$ cat config.mk
export PLATFORM = sky130hd
export DESIGN_NAME = cirno9_mem_arb
export DESIGN_NICKNAME = d
export VERILOG_FILES = /design/src/rtl/cirno9_mem_arb.sv
export SDC_FILE = /design/constraint.sdc
export NUM_CORES = 1
export LEC_CHECK = 0
export ABC_AREA = 1
export ABC_CLOCK_PERIOD_IN_PS = 800
export BUFFER_PORTS_ARGS = -buffer_cell sky130_fd_sc_hd__clkbuf_2
export CAP_MARGIN = 20
export CORE_AREA = 2 2 137 139
export CTS_BUF_LIST = sky130_fd_sc_hd__clkbuf_4
export CTS_CLUSTER_DIAMETER = 150
export CTS_CLUSTER_SIZE = 14
export DETAILED_ROUTE_END_ITERATION = 8
export DIE_AREA = 0 0 139 141
export PLACE_DENSITY = 0.52
export SYNTH_ARGS = -nofsm -noshare
export SYNTH_HDL_FRONTEND = slang
export SYNTH_SLANG_ARGS = --single-unit
$ cat constraint.sdc
create_clock -name clk -period 0.8 [get_ports clk]
set_clock_uncertainty 0.05 [all_clocks]
set_input_delay 0.04 -clock clk [delete_from_list [all_inputs] [get_ports clk]]
set_output_delay 0.04 -clock clk [all_outputs]
set_load 0.05 [all_outputs]
$ cat src/rtl/cirno9_mem_arb.sv
// cirno9_mem_arb: N-channel requester arbiter onto a single SRAM port.
// Fixed-priority or round-robin grant, 1-cycle read response routed back
// to the issuing channel, sticky read/write conflict flag.
module cirno9_mem_arb #(
  parameter int NCH  = 3,
  parameter int AW   = 32,
  parameter int DW   = 32,
  parameter int MODE = 0
) (
  input  logic                  clk,
  input  logic                  rst,
  input  logic [NCH-1:0]        i_req_val,
  output logic [NCH-1:0]        o_req_rdy,
  input  logic [NCH*AW-1:0]     i_req_adr,
  input  logic [NCH*DW-1:0]     i_req_wdat,
  input  logic [NCH*DW/8-1:0]   i_req_wen,
  input  logic [NCH-1:0]        i_req_ren,
  output logic [NCH-1:0]        o_rsp_val,
  output logic [DW-1:0]         o_rsp_rdat,
  output logic                  o_sram_ren,
  output logic [DW/8-1:0]       o_sram_wen,
  output logic [AW-1:0]         o_adr,
  output logic [DW-1:0]         o_wdat,
  input  logic                  i_sram_rdy,
  input  logic [DW-1:0]         i_sram_rdat,
  output logic                  o_err
);

  localparam int PW = $clog2(NCH);
  localparam int BW = DW / 8;

  logic [PW-1:0]  ptr_q;
  logic [NCH-1:0] pend_q;
  logic           err_q;

  logic [NCH-1:0] rot;
  logic [PW-1:0]  off;
  logic [PW:0]    sum;
  logic [PW-1:0]  gnt_idx;
  logic           gnt_any;
  logic           hs;
  logic [AW-1:0]  sel_adr;
  logic [DW-1:0]  sel_wdat;
  logic [BW-1:0]  sel_wen;
  logic           sel_ren;
  logic           conflict;
  logic [PW-1:0]  ptr_next;

  // Grant selection: rotate the valid vector by the pointer (round-robin
  // only), take the lowest set bit, then rotate the offset back.
  always_comb begin
    // NOTE: every always_comb output gets a default first so no path leaves it unassigned (no latch).
    rot     = i_req_val;
    off     = '0;
    sum     = '0;
    gnt_idx = '0;
    if (MODE == 1) rot = NCH'({i_req_val, i_req_val} >> ptr_q);
    for (int i = NCH - 1; i >= 0; i--) begin
      if (rot[i]) off = PW'(i);
    end
    sum = {1'b0, off};
    if (MODE == 1) sum = {1'b0, ptr_q} + {1'b0, off};
    // Wrap with an explicit compare: NCH need not be a power of two.
    if (sum >= (PW+1)'(NCH)) gnt_idx = PW'(sum - (PW+1)'(NCH));
    else                     gnt_idx = sum[PW-1:0];
    // No grant is issued while reset is held so nothing strobes the SRAM.
    gnt_any = (|i_req_val) & ~rst;
  end

  // Channel mux, handshake and SRAM strobes for the granted channel.
  always_comb begin
    sel_adr   = i_req_adr[gnt_idx*AW +: AW];
    sel_wdat  = i_req_wdat[gnt_idx*DW +: DW];
    sel_wen   = i_req_wen[gnt_idx*BW +: BW];
    sel_ren   = i_req_ren[gnt_idx];
    hs        = gnt_any & i_sram_rdy;
    o_req_rdy = NCH'(hs) << gnt_idx;
    o_adr     = gnt_any ? sel_adr  : '0;
    o_wdat    = gnt_any ? sel_wdat : '0;
    o_sram_wen = hs ? sel_wen : '0;
    // A write wins over a simultaneous read; the read is dropped and flagged.
    o_sram_ren = hs & sel_ren & ~(|sel_wen);
    conflict   = hs & sel_ren & (|sel_wen);
    ptr_next   = (gnt_idx == PW'(NCH - 1)) ? '0 : gnt_idx + PW'(1);
  end

  // Pointer, pending-response and sticky-error state.
  always_ff @(posedge clk or posedge rst) begin
    if (rst) begin
      ptr_q  <= '0;
      pend_q <= '0;
      err_q  <= 1'b0;
    end else begin
      // NOTE: sequential state uses non-blocking assignments so all registers update from pre-edge values.
      pend_q <= o_sram_ren ? (NCH'(1) << gnt_idx) : '0;
      if (hs)       ptr_q <= ptr_next;
      if (conflict) err_q <= 1'b1;
    end
  end

  assign o_rsp_val  = pend_q;
  assign o_rsp_rdat = i_sram_rdat;
  assign o_err      = err_q;

endmodule

Word level (Yosys, flattened, before mapping)
Index checks and enable logic that the tools add are counted.
{"block": "totals", "ff_bits": 4, "input_bits": 245, "output_inout_bits": 108, "word_cells": 29}
{"block": "op_classes", "bitwise": 7, "add_sub_neg": 1, "shift": 5, "reduce_logical": 2, "mux": 10, "order_cmp": 2}
{"cell": "$shiftx A96 B8 Y32", "n": 2}
{"cell": "$mux W32", "n": 2}
{"cell": "$shiftx A12 B5 Y4", "n": 1}
{"cell": "$mux W2", "n": 4}
{"cell": "$and A1 B1 Y1", "n": 5}
{"cell": "$mux W4", "n": 1}
{"cell": "$reduce_or A4 Y1", "n": 1}
{"cell": "$lt A2 B3 Y1 const B", "n": 1}
{"cell": "$mux W3", "n": 1}
{"cell": "$reduce_or A3 Y1", "n": 1}
{"cell": "$shl A1 B2 Y3", "n": 1}
{"cell": "$shl A1 B2 Y3 const A", "n": 1}
{"cell": "$bmux W1 S2", "n": 1}
{"cell": "$ge A2 B2 Y1 const B", "n": 1}
{"cell": "$not A1 Y1", "n": 2}
{"cell": "$sub A2 B2 Y2 const B", "n": 1}
{"cell": "$mux W1", "n": 1}

Depth between registers and ports, before layout
{"block": "depth", "word_depth": 10, "depth_mapped": 10, "ltp_nobuf": 9}

Worst setup path before layout
No wires, ideal clock.
{"block": "synth_path", "kind": "input port to output port", "startpoint": "input port i_req_val[1]", "endpoint": "output port o_wdat[23]", "path_slack_ns": -1.196, "t_arrival_ns": 1.906, "required_time_ns": 0.710, "stages": 6, "cell_sequence": "buf_6 > nor2_4 > nand2_4 > buf_6 > buf_6 > a311oi_1"}
{"block": "synth_between", "elab_chain_len": 6}
{"item": "from (decl)", "line_no": "12", "source": "input logic [NCH-1:0] i_req_val,"}
{"item": "$mux W2 (2 in a row)", "line_no": "59", "source": "if (rot[i]) off = PW'(i);"}
{"item": "$sub A2 B2 Y2 or $ge A2 B2 Y1 (tied branches)", "line_no": "64", "source": "if (sum >= (PW+1)'(NCH)) gnt_idx = PW'(sum - (PW+1)'(NCH));"}
{"item": "$mux W2", "line_no": "64"}
{"item": "$shiftx A96 B8 Y32", "line_no": "73", "source": "sel_wdat = i_req_wdat[gnt_idx*DW +: DW];"}
{"item": "$mux W32 (*)", "line_no": "79", "source": "o_wdat = gnt_any ? sel_wdat : '0;"}
{"item": "to (decl)", "line_no": "23", "source": "output logic [DW-1:0] o_wdat,"}
Mark *: on every way between the ends. The rest lies on a longest branch, timed or not.

Worst setup path in the final report
{"block": "layout_path", "startpoint": "input port i_req_val[0]", "endpoint": "output port o_adr[11]"}
{"block": "layout_between", "elab_chain_len": 5}
{"item": "$mux W2", "line_no": "59"}
{"item": "$sub A2 B2 Y2 or $ge A2 B2 Y1 (tied branches)", "line_no": "64"}
{"item": "$mux W2", "line_no": "64"}
{"item": "$shiftx A96 B8 Y32", "line_no": "72", "source": "sel_adr = i_req_adr[gnt_idx*AW +: AW];"}
{"item": "$mux W32 (*)", "line_no": "78", "source": "o_adr = gnt_any ? sel_adr : '0;"}
{"item": "to (decl)", "line_no": "22", "source": "output logic [AW-1:0] o_adr,"}
Marked as above.

==> reports/qor.txt <==
Status: complete, but fails checks
Failing checks: setup timing
Critical hold path startpoint: i_sram_rdat[16]
Share of post-route cells with drive strength above 1: 0.757
Final nets: 966
Final hold vios: 0
Via count: 4,209
Setup WS pre-CTS: -754 ps
Worst R2R End: o_err
Global route overflow: 0
Routed len/inst: 18.4 µm
CTS tree: built
Most common cell after layout, fill and taps aside: clkbuf_2
Worst min path class: in2out
Core area: 0.0183 mm²
Total CTS buffers: 3
Synth cell types: 16
Final WS setup: -660 ps
Clock latency on the worst-skew pair: 230 ps
Antenna-violating nets left: 0
Worst hold slack: 30.0 ps
PD cells: 761 mW/mm²
Die Y-Extent: 141 µm
Leakage power: 3.22 nW
Worst slew margin: 0.788
#FFs+latches synth: 4
Worst EP arrival: 1370 ps
Worst R2R Path Depth: 2
Crit Path Category: in2out
Initial antenna violation count: 0
Mapped Cells: 389
Post-Route WL: 17,500 µm
Slowest cell on crit path: a311oi_4
Register-to-register setup slack: 130 ps
FMAX: 0.685 GHz
RSZ-0062 raised after global routing: yes
Crit end category: primary output
Tmin final: 1460 ps
Synthesized area per cell: 5.52 µm²
Global Route Usage Sum: 0.135
Clk sink count: 4
Hpwl dp: 9340 µm
DRT iter0 DRCs: 178
Number of global-route vias before repair: 4,105
Critical path's largest stage delay: 320 ps
YS warnings: 0
Worst Hold End: o_rsp_rdat[16]
Die width: 139 µm
Vias per Instance: 4.42
Number of max-cap violations: 0
# IOs: 353
Synth Net Count: 634
Ant. Diodes: 0
CTS Root Cell: clkbuf_4
Placer Congestion: 0.739
Synth Cell Area: 0.00215 mm²
Hold depth: 0
Final max-slew violation count: 0
DR pass1 iterations: 4
Cell row count: 50
IO Port Bufs: 288
VDD IR max: 641 µV
Critical path startpoint category: input pin
R2r startpoint: o_err
Area delta synth->final: 221%
Area of the die: 0.0196 mm²
CP cell instances: buf_8, nor2_4, nand2_8, buf_12, clkbuf_16, a311oi_4, buf_4, buf_12
CP max FO: 8
Commonest non-fill, non-tap cells in the layout: 209 x clkbuf_2, 93 x nand2_1, 54 x buf_4, 50 x nor2_1, 49 x buf_12
Power Total: 5.24 mW
DRC viols: 0
Register area share after synthesis: 0.0466
Worst slew pin tran: 319 ps
Final period util: 1.83
First-pass GRT wire length: 21,500 µm
Starting Density: 0.118
CP dominant cell by count: buf_12
H-tree depth: 1
Crit path required time: 710 ps
Final setup violation count: 80
Maximum clock path buffer count: 2
Largest net degree at the start of global routing: 60
==> cells by family after synthesis <==
logic type      share of synthesized area
buf+inv                             0.247
simple gates                        0.436
compound gates                      0.270
flops                              0.0466
==> per-layer routing <==
metal	track usage	vias to the layer above	part of all wire
met2	0.253	201	0.53
met3	0.0255	50	0.058
li1	-	1980	-
met4	0.0548	0	0.031
met1	0.151	1978	0.38
met5	0	-	0
==> critical path, delay by kind of cell <==
kind / cells / cell delay (ps)
buffers and inverters: 5 / 710
AOI/OAI and AO/OA: 1 / 320
and+or+nand+nor: 2 / 280
==> synth_stat cells, drive strengths merged <==
library cell | n | area, µm²
a21oi | 4 | 20.0
a311oi | 64 | 561
buf | 63 | 465
clkbuf | 3 | 11.3
dfrtp | 4 | 100
inv | 14 | 52.6
nand2 | 151 | 582
nand3 | 9 | 45.0
nand3b | 3 | 22.5
nand4 | 1 | 6.26
nor2 | 73 | 282
==> final cells by class <==
cell class | count | area, µm²
clock buffers | 3 | 22.5
fillers | 1818 | 11400
inverters | 14 | 91.3
multi-input cells | 305 | 2620
flip-flops and latches | 4 | 100
well taps | 234 | 293
repair buffers | 393 | 3760
==> stage by stage <==
stage                     TNS, ps  cells  utilization  area (µm²)
after floorplan            -73920    389            -        2370
after global placement     -47110    907        0.254        4650
after detailed placement   -48300    907        0.254        4650
after CTS                  -42100    929        0.320        5840
after global routing       -46050    953        0.377        6890
final                      -42130    953        0.377        6890
==> flip-flops by register name (all words and copies together) (netlist names) <==
signal and cells:
o_err 1, o_rsp_val 3
==> timing repair <==
action,in CTS,in global routing
gates resized for setup,184,177
gates cloned,9,15
buffers inserted,9,16
hold buffers,2,0
endpoints found under the hold margin,4,0
setup endpoints to repair,80,80
pin swaps,35,53
==> worst max-delay path by stage <==
stage                 end  slack [ps]          from  cells past startpoint
2_1_floorplan    o_adr[0]       -1200  i_req_val[1]                      6
3_3_place_gp    o_adr[11]        -770  i_req_val[1]                      9
3_5_place_dp    o_adr[11]        -750  i_req_val[1]                      9
4_1_cts         o_adr[27]        -650  i_req_val[2]                      8
5_1_grt        o_sram_ren        -700  i_req_val[0]                     12
6_report        o_adr[11]        -660  i_req_val[0]                      8
==> power by group <==
part           internal (mW)  switching (mW)  total (mW)
Sequential             0.204        0.000357       0.204
Combinational           2.27            2.52        4.79
Clock                  0.168          0.0829       0.251
(Power assumes the default switching activity.)
